--- config.mk ---
export PLATFORM = sky130hd
export DESIGN_NAME = spi_display_reg_ctrl
export DESIGN_NICKNAME = d
export VERILOG_FILES = /design/src/rtl/spi_display_pkg.sv /design/src/rtl/spi_display_reg_ctrl_shifter.sv /design/src/rtl/spi_display_reg_ctrl.sv
export SDC_FILE = /design/constraint.sdc
export NUM_CORES = 1
export LEC_CHECK = 0
export ABC_AREA = 1
export CAP_MARGIN = 25
export CORE_AREA = 2 2 132 134
export CTS_CLUSTER_SIZE = 20
export DETAILED_ROUTE_END_ITERATION = 12
export DIE_AREA = 0 0 134 136
export PLACE_DENSITY = 0.64
export SLEW_MARGIN = 20
export SYNTH_ARGS = -nofsm -noshare
export SYNTH_HDL_FRONTEND = slang
export SYNTH_SLANG_ARGS = --single-unit
--- constraint.sdc ---
create_clock -name spi_sclk_i -period 2.1 [get_ports spi_sclk_i]
set_clock_uncertainty 0.1 [all_clocks]
set_input_delay 0.315 -clock spi_sclk_i [delete_from_list [all_inputs] [get_ports spi_sclk_i]]
set_output_delay 0.315 -clock spi_sclk_i [all_outputs]
set_load 0.005 [all_outputs]
--- src/rtl/spi_display_pkg.sv ---
// Shared constants for the 7-segment display SPI register controller.
// Build option: define SPI_DISPLAY_READBACK_EN to enable the READ command.
package spi_display_pkg;

  localparam int NUM_REGS_DEF = 10;
  localparam int ADDR_W_DEF   = 4;
  localparam int CNT_W_DEF    = 4;

  localparam int ENABLE_REG = 0;
  localparam int RADIX_REG  = 9;

  localparam int FRAME_W  = 16;
  localparam int BYTE_W   = 8;
  localparam int CNT_BITS = 5;

  localparam logic [3:0] CMD_NOP    = 4'h0;
  localparam logic [3:0] CMD_WRITE  = 4'h1;
  localparam logic [3:0] CMD_READ   = 4'h2;
  localparam logic [3:0] CMD_BURST  = 4'h3;
  localparam logic [3:0] CMD_CLEAR  = 4'h4;
  localparam logic [3:0] CMD_CLRERR = 4'h5;

  localparam int STS_ERR_ILLEGAL = 7;
  localparam int STS_ERR_ADDR    = 6;
  localparam int STS_ERR_SHORT   = 5;

  typedef enum logic [1:0] {
    ST_IDLE,
    ST_CMD,
    ST_DATA,
    ST_BURST
  } frame_state_e;

endpackage

--- src/rtl/spi_display_reg_ctrl_shifter.sv ---
// Bit counter and input shifter for one SPI frame; both are held clear while
// the slave is deselected or in reset, so a new frame always starts at zero.
module spi_frame_shifter
  import spi_display_pkg::*;
(
  input  logic                spi_sclk_i,
  input  logic                rst_low_i,
  input  logic                spi_ss_i,
  input  logic                spi_mosi_i,
  input  logic                wrap_i,
  output logic [CNT_BITS-1:0] cnt_o,
  output logic [BYTE_W-1:0]   rx_byte_o,
  output logic                first_edge_o,
  output logic                cmd_edge_o,
  output logic                byte_edge_o
);

  logic                clear;
  logic [CNT_BITS-1:0] cnt_q, cnt_d;
  logic [BYTE_W-2:0]   shift_q;

  assign clear = ~rst_low_i | spi_ss_i;

  // After a full frame, burst mode restarts the data byte; otherwise a new frame begins.
  always_comb begin
    if (cnt_q == CNT_BITS'(FRAME_W)) begin
      cnt_d = wrap_i ? CNT_BITS'(BYTE_W + 1) : CNT_BITS'(1);
    end else begin
      cnt_d = cnt_q + CNT_BITS'(1);
    end
  end

  always_ff @(posedge spi_sclk_i or posedge clear) begin
    if (clear) begin
      cnt_q   <= '0;
      shift_q <= '0;
    end else begin
      cnt_q   <= cnt_d;
      shift_q <= {shift_q[BYTE_W-3:0], spi_mosi_i};
    end
  end

  assign cnt_o        = cnt_q;
  assign rx_byte_o    = {shift_q, spi_mosi_i};
  assign first_edge_o = ~spi_ss_i & (cnt_q == '0);
  assign cmd_edge_o   = ~spi_ss_i & (cnt_q == CNT_BITS'(BYTE_W - 1));
  assign byte_edge_o  = ~spi_ss_i & (cnt_q == CNT_BITS'(FRAME_W - 1));

endmodule

--- src/rtl/spi_display_reg_ctrl.sv ---
// SPI slave controller owning the display shadow register file.
// Build option: SPI_DISPLAY_READBACK_EN enables READ; otherwise 0x2 is illegal.
module spi_display_reg_ctrl
  import spi_display_pkg::*;
#(
  parameter int NUM_REGS = NUM_REGS_DEF,
  parameter int ADDR_W   = ADDR_W_DEF,
  parameter int CNT_W    = CNT_W_DEF
) (
  input  logic                  spi_sclk_i,
  input  logic                  rst_low_i,
  input  logic                  spi_ss_i,
  input  logic                  spi_mosi_i,
  output logic                  spi_miso_o,
  output logic [8*NUM_REGS-1:0] regs_o,
  output logic                  update_toggle_o,
  output logic                  busy_o
);

  logic [CNT_BITS-1:0] cnt;
  logic [BYTE_W-1:0]   rx_byte;
  logic                first_edge, cmd_edge, byte_edge;
  frame_state_e        state;

  logic [7:0]        regs_q [NUM_REGS];
  logic [7:0]        regs_d [NUM_REGS];
  logic              toggle_q, toggle_d;
  logic [CNT_W-1:0]  wr_count_q, wr_count_d;
  logic              err_illegal_q, err_illegal_d;
  logic              err_addr_q, err_addr_d;
  logic              err_short_q, err_short_d;
  logic [15:0]       resp_q, resp_d;
  logic              in_frame_q, in_frame_d;
  logic              burst_q, burst_d;
  logic [ADDR_W-1:0] baddr_q, baddr_d;
  logic [7:0]        hdr_q, hdr_d;

  logic [3:0]        hdr_cmd;
  logic [ADDR_W-1:0] hdr_addr;
  logic              addr_ok;
  logic              wrote, loaded;
  logic [7:0]        read_byte, status;
  logic [3:0]        miso_idx;

  spi_frame_shifter u_shifter (
    .spi_sclk_i   (spi_sclk_i),
    .rst_low_i    (rst_low_i),
    .spi_ss_i     (spi_ss_i),
    .spi_mosi_i   (spi_mosi_i),
    .wrap_i       (burst_q),
    .cnt_o        (cnt),
    .rx_byte_o    (rx_byte),
    .first_edge_o (first_edge),
    .cmd_edge_o   (cmd_edge),
    .byte_edge_o  (byte_edge)
  );

  function automatic logic [ADDR_W-1:0] addr_inc(input logic [ADDR_W-1:0] a);
    return (32'(a) == 32'(NUM_REGS - 1)) ? '0 : a + ADDR_W'(1);
  endfunction

  // burst_q goes stale while deselected, so the idle test comes first.
  assign state = (cnt == '0) ? ST_IDLE :
                 burst_q ? ST_BURST :
                 (cnt <= CNT_BITS'(BYTE_W)) ? ST_CMD : ST_DATA;

  assign hdr_cmd  = hdr_q[7:4];
  assign hdr_addr = hdr_q[ADDR_W-1:0];
  assign addr_ok  = 32'(hdr_addr) < 32'(NUM_REGS);

  always_ff @(posedge spi_sclk_i or negedge rst_low_i) begin
    if (!rst_low_i) begin
      regs_q        <= '{default: '0};
      toggle_q      <= 1'b0;
      wr_count_q    <= '0;
      err_illegal_q <= 1'b0;
      err_addr_q    <= 1'b0;
      err_short_q   <= 1'b0;
      resp_q        <= 16'h0000;
      in_frame_q    <= 1'b0;
      burst_q       <= 1'b0;
      baddr_q       <= '0;
      hdr_q         <= '0;
    end else begin
      regs_q        <= regs_d;
      toggle_q      <= toggle_d;
      wr_count_q    <= wr_count_d;
      err_illegal_q <= err_illegal_d;
      err_addr_q    <= err_addr_d;
      err_short_q   <= err_short_d;
      resp_q        <= resp_d;
      in_frame_q    <= in_frame_d;
      burst_q       <= burst_d;
      baddr_q       <= baddr_d;
      hdr_q         <= hdr_d;
    end
  end

  always_comb begin
    regs_d        = regs_q;
    toggle_d      = toggle_q;
    wr_count_d    = wr_count_q;
    err_illegal_d = err_illegal_q;
    err_addr_d    = err_addr_q;
    err_short_d   = err_short_q;
    resp_d        = resp_q;
    in_frame_d    = in_frame_q;
    burst_d       = burst_q;
    baddr_d       = baddr_q;
    hdr_d         = hdr_q;
    wrote         = 1'b0;
    loaded        = 1'b0;
    read_byte     = '0;
    status        = '0;

    // A frame that starts while the previous one never committed was cut short.
    if (first_edge) begin
      burst_d = 1'b0;
      if (in_frame_q) err_short_d = 1'b1;
    end
    if (!spi_ss_i) in_frame_d = 1'b1;
    if (cmd_edge) hdr_d = rx_byte;

    if (byte_edge) begin
      in_frame_d = 1'b0;
      if (state == ST_BURST) begin
        regs_d[baddr_q] = rx_byte;
        baddr_d         = addr_inc(baddr_q);
        wrote           = 1'b1;
      end else begin
        loaded = 1'b1;
        case (hdr_cmd)
          CMD_NOP: ;
          CMD_WRITE: begin
            if (addr_ok) begin
              regs_d[hdr_addr] = rx_byte;
              wrote            = 1'b1;
            end else begin
              err_addr_d = 1'b1;
            end
          end
`ifdef SPI_DISPLAY_READBACK_EN
          CMD_READ: begin
            if (addr_ok) read_byte = regs_q[hdr_addr];
            else         err_addr_d = 1'b1;
          end
`endif
          CMD_BURST: begin
            if (addr_ok) begin
              regs_d[hdr_addr] = rx_byte;
              baddr_d          = addr_inc(hdr_addr);
              burst_d          = 1'b1;
              wrote            = 1'b1;
            end else begin
              err_addr_d = 1'b1;
            end
          end
          CMD_CLEAR: begin
            regs_d = '{default: '0};
            wrote  = 1'b1;
          end
          CMD_CLRERR: begin
            err_illegal_d = 1'b0;
            err_addr_d    = 1'b0;
            err_short_d   = 1'b0;
          end
          default: err_illegal_d = 1'b1;
        endcase
      end
    end

    if (wrote) begin
      toggle_d   = ~toggle_q;
      wr_count_d = wr_count_q + CNT_W'(1);
    end

    status[STS_ERR_ILLEGAL] = err_illegal_d;
    status[STS_ERR_ADDR]    = err_addr_d;
    status[STS_ERR_SHORT]   = err_short_d;
    status[3:0]             = 4'(wr_count_d);
    if (loaded) resp_d = {status, read_byte};
  end

  // During burst bytes the response has already been sent, so MISO parks on bit 0.
  always_comb begin
    miso_idx = '0;
    if (state != ST_BURST && cnt < CNT_BITS'(FRAME_W)) begin
      miso_idx = 4'(CNT_BITS'(FRAME_W - 1) - cnt);
    end
    spi_miso_o = 1'b1;
    if (rst_low_i && !spi_ss_i) spi_miso_o = resp_q[miso_idx];
    busy_o = (state != ST_IDLE);
  end

  for (genvar g = 0; g < NUM_REGS; g++) begin : g_flat
    assign regs_o[8*g +: 8] = regs_q[g];
  end

  assign update_toggle_o = toggle_q;

endmodule

==> flow_metrics.py <==
metrics = {
    "floorplanning": {
        "fp.coreArea_um2": 16900,
        "initial_cell_density_of_the_core_pct": 38.8,
        "chipWidth_um": 134,
        "die-area_um2": 18200,
        "io_pins": 87,
        "floorplan.rows": 48,
        "die_h_um": 136,
    },
    "sta": {
        "slew_headroom_pct": 48.2,
        "achievable_frequency_mhz": 496,
        "final.setup.tns_ns": 0,
        "final.period_utilization_pct": 96.0,
        "final-max-slew-violation-count": 0,
        "timing.final.crit_period_ns": 2.02,
        "rsz0062_at_grt": "false",
        "worst-slew-pin-transition_ns": 0.778,
        "timing.final.hold_violations": 0,
        "final_critical_path_setup_slack_ns": 0.0830,
        "setup_viol": 0,
    },
    "layout": {
        "diodes": 0,
        "stdcell_area_um2": 8530,
        "num-fill-cells": 1677,
        "layout.nets": 1008,
        "multi_input_area_um2": 3160,
        "register_area_um2": 3030,
        "synthesis_to_layout_area_growth_pct": 30.1,
        "drive_gt1_share_pct": 9.39,
        "finish.cell_count_without_fillers": 1237,
    },
    "placed_design": {
        "post-dp-hpwl_um": 11900,
        "gp_congestion": 0.873,
        "dp_slack_ns": 0.0205,
        "dpl.cell_count": 1201,
        "portBuffers": 86,
        "dpl_cell_area_um2": 7800,
    },
    "global_route": {
        "grt_first_pass_wirelength_um": 29800,
        "overflow": 0,
        "all_layer_global_routing_usage_pct": 20.4,
        "grt_max_degree": 110,
        "number_of_global_route_vias_before_repair": 5898,
        "grt_antenna_before_repair": 0,
    },
    "clock_tree": {
        "cts_buffer_depth": 2,
        "cts_tree": "built",
        "clock_tree.root_cell": "clkbuf_16",
        "tritoncts.num_buffers": 17,
        "cts_htree_levels": 4,
        "cts.sink_count": 121,
        "worstSkewPairLatency_ns": 0.42,
        "clkTransAtPathRegs_ns": 0.05,
    },
    "drt": {
        "drt_drc_violations_left": 0,
        "drt_pre_antenna_iters": 6,
        "drt_wl_total_um": 17800,
        "drtIter0Drc": 650,
        "route.vias.total": 6238,
        "post_drt_via_cell_ratio": 5.04,
        "routedWlPerCell_um": 14.4,
        "detail_route_antenna_nets": 0,
    },
    "logic_synthesis": {
        "synthesis.nets": 911,
        "yosys_register_bits": 121,
        "synthCells": 903,
        "synthesis.area_per_instance_um2": 7.26,
        "area_of_the_mapped_netlist_um2": 6560,
        "synth_cell_types": 29,
        "synth_seq_area_share_pct": 46.2,
        "synth.yosys.warnings": 0,
    },
    "status": {
        "run_status": "completed",
    },
    "setup_path": {
        "r2r_start": "u_shifter.cnt_o[0]$_DFF_PP0_",
        "critPathArrivalTime_ns": 1.60,
        "critPathRequiredTime_ns": 1.68,
        "crit-reg2reg-capture": "err_illegal_q$_DFF_PN0_",
        "critPathKind": "reg2out",
        "worst-r2r-cell-count": 11,
        "timing.critical_path.to_type": "primary output",
        "worstPathMaxFanout": 4,
        "rrSetupSlack_ns": 0.13,
        "start_kind": "flip-flop",
    },
    "power": {
        "leakage_nw": 4.18,
        "p_per_area_nw_per_um2": 724,
        "irDropWorstVdd_uv": 579,
        "power_mw": 6.17,
    },
    "hold_path": {
        "worstHoldPathType": "in2async",
    },
    "flow_run": {
        "maxCapViolCount": 0,
    },
}
metrics by stage:
stage	hold slack [ns]	util, %
after detailed placement	0.358	46.2
final	0.290	50.5
after floorplan	-0.0806	-
after global routing	0.328	50.5
after CTS	0.288	50.1
after global placement	0.353	46.2
layer usage:
metal	vias up	wire length, um	global-route usage [%]
li1	3144	-	-
met4	0	301	6.38
met2	193	8060	32.1
met1	2875	8610	28.8
met3	26	800	3.54
met5	-	0	0
layout by cell type (no fill, tap or decap), drive strengths merged:
master | Yosys | final
o21bai | 1 | 1
nand3 | 166 | 166
o21a | 1 | 1
nor3 | 3 | 3
clkdlybuf4s50 | 0 | 83
dlygate4sd3 | 0 | 1
clkinv | 0 | 2
o21ai | 89 | 89
clkinvlp | 0 | 2
nand4 | 10 | 10
nand2 | 336 | 336
nand3b | 2 | 2
a21oi | 18 | 18
o211ai | 3 | 3
nor2 | 36 | 36
ha | 4 | 4
and2 | 2 | 2
clkbuf | 18 | 24
bufinv | 0 | 3
buf | 29 | 40
dlygate4sd2 | 0 | 1
xor2 | 3 | 3
inv | 59 | 59
dfrtp | 121 | 121
xnor2 | 2 | 2
cells by family after synthesis:
family	Yosys count	share of synthesized area [%]
fa+ha+maj	4	0.763
simple gates	555	36.9
xor+xnor	5	0.668
compound gates	112	8.74
buf+inv	106	6.77
flops	121	46.2
synth_stat cells:
cell type | n | area, um2
o21ai_1 | 5 | 25.0
buf_1 | 9 | 33.8
nor3_1 | 3 | 15.0
o211ai_1 | 3 | 22.5
and2_1 | 2 | 12.5
nor2_1 | 25 | 93.8
xnor2_1 | 2 | 17.5
xor2_1 | 3 | 26.3
nand3_2 | 1 | 10.0
o21a_1 | 1 | 7.51
clkbuf_1 | 18 | 67.6
o21bai_1 | 1 | 7.51
a21oi_1 | 18 | 90.1
ha_1 | 4 | 50.1
inv_2 | 2 | 7.51
inv_1 | 57 | 214
nand4_1 | 10 | 62.6
buf_6 | 3 | 33.8
nand3_1 | 164 | 821
dfrtp_1 | 121 | 3030
buf_4 | 1 | 7.51
nor2_2 | 9 | 56.3
nand2_4 | 4 | 45.0
nand3b_1 | 2 | 15.0
nor2_4 | 2 | 22.5
buf_2 | 16 | 80.1
nand3_4 | 1 | 17.5
o21ai_0 | 84 | 420
nand2_1 | 332 | 1250
state kept, by name, indices dropped and copies added, names as in the netlist:
register and flops:
err_illegal_q 1, update_toggle_o 1, resp_q 7, hdr_q 8, err_addr_q 1, in_frame_q 1, u_shifter.shift_q 7, regs_o 80
wr_count_q 4, err_short_q 1, baddr_q 4, u_shifter.cnt_o 5, burst_q 1
power breakdown:
group / total [mW] / internal [mW] / switching [mW]
Sequential: 2.52 / 2.42 / 0.102
Combinational: 0.636 / 0.209 / 0.428
Clock: 3.02 / 1.98 / 1.04
Total: 6.17 / 4.61 / 1.57
area by class of cell:
type,count,share of cell area [%]
flip-flops and latches,121,35.5
clock inverters,7,1.35
inverters,59,2.63
repair buffers,125,14.5
clock buffers,24,5.76
multi-input cells,676,37.0
well taps,225,3.30
worst max-delay path by stage:
stage,cells past startpoint,startpoint,endpoint
after floorplan,10,u_shifter.cnt_o[0]$_DFF_PP0_,regs_o[0]$_DFFE_PN0P_
after global placement,8,spi_ss_i,regs_o[50]$_DFFE_PN0P_
after detailed placement,10,u_shifter.cnt_o[0]$_DFF_PP0_,regs_o[32]$_DFFE_PN0P_
after CTS,8,u_shifter.cnt_o[1]$_DFF_PP0_,spi_miso_o
after global routing,7,u_shifter.cnt_o[1]$_DFF_PP0_,spi_miso_o
final,7,u_shifter.cnt_o[1]$_DFF_PP0_,spi_miso_o
worst max-delay path: stages (launching register included):
cell and delay [ns]:
dfrtp_1 0.41, inv_2 0.12, buf_12 0.11, nor2_1 0.03
o211ai_1 0.18, nand4_1 0.14, nand2_1 0.08, buf_2 0.10
timing repair:
action | 4_1_cts | 5_1_grt
pin swaps | 1 | 4
endpoints found under the setup margin | 2 | 77
endpoints found under the hold margin | 109 | 0
hold buffers | 1 | 0
gates resized for setup | 8 | 19
buffers inserted | 2 | 2
Note: power is estimated with default switching activity, not from simulation.
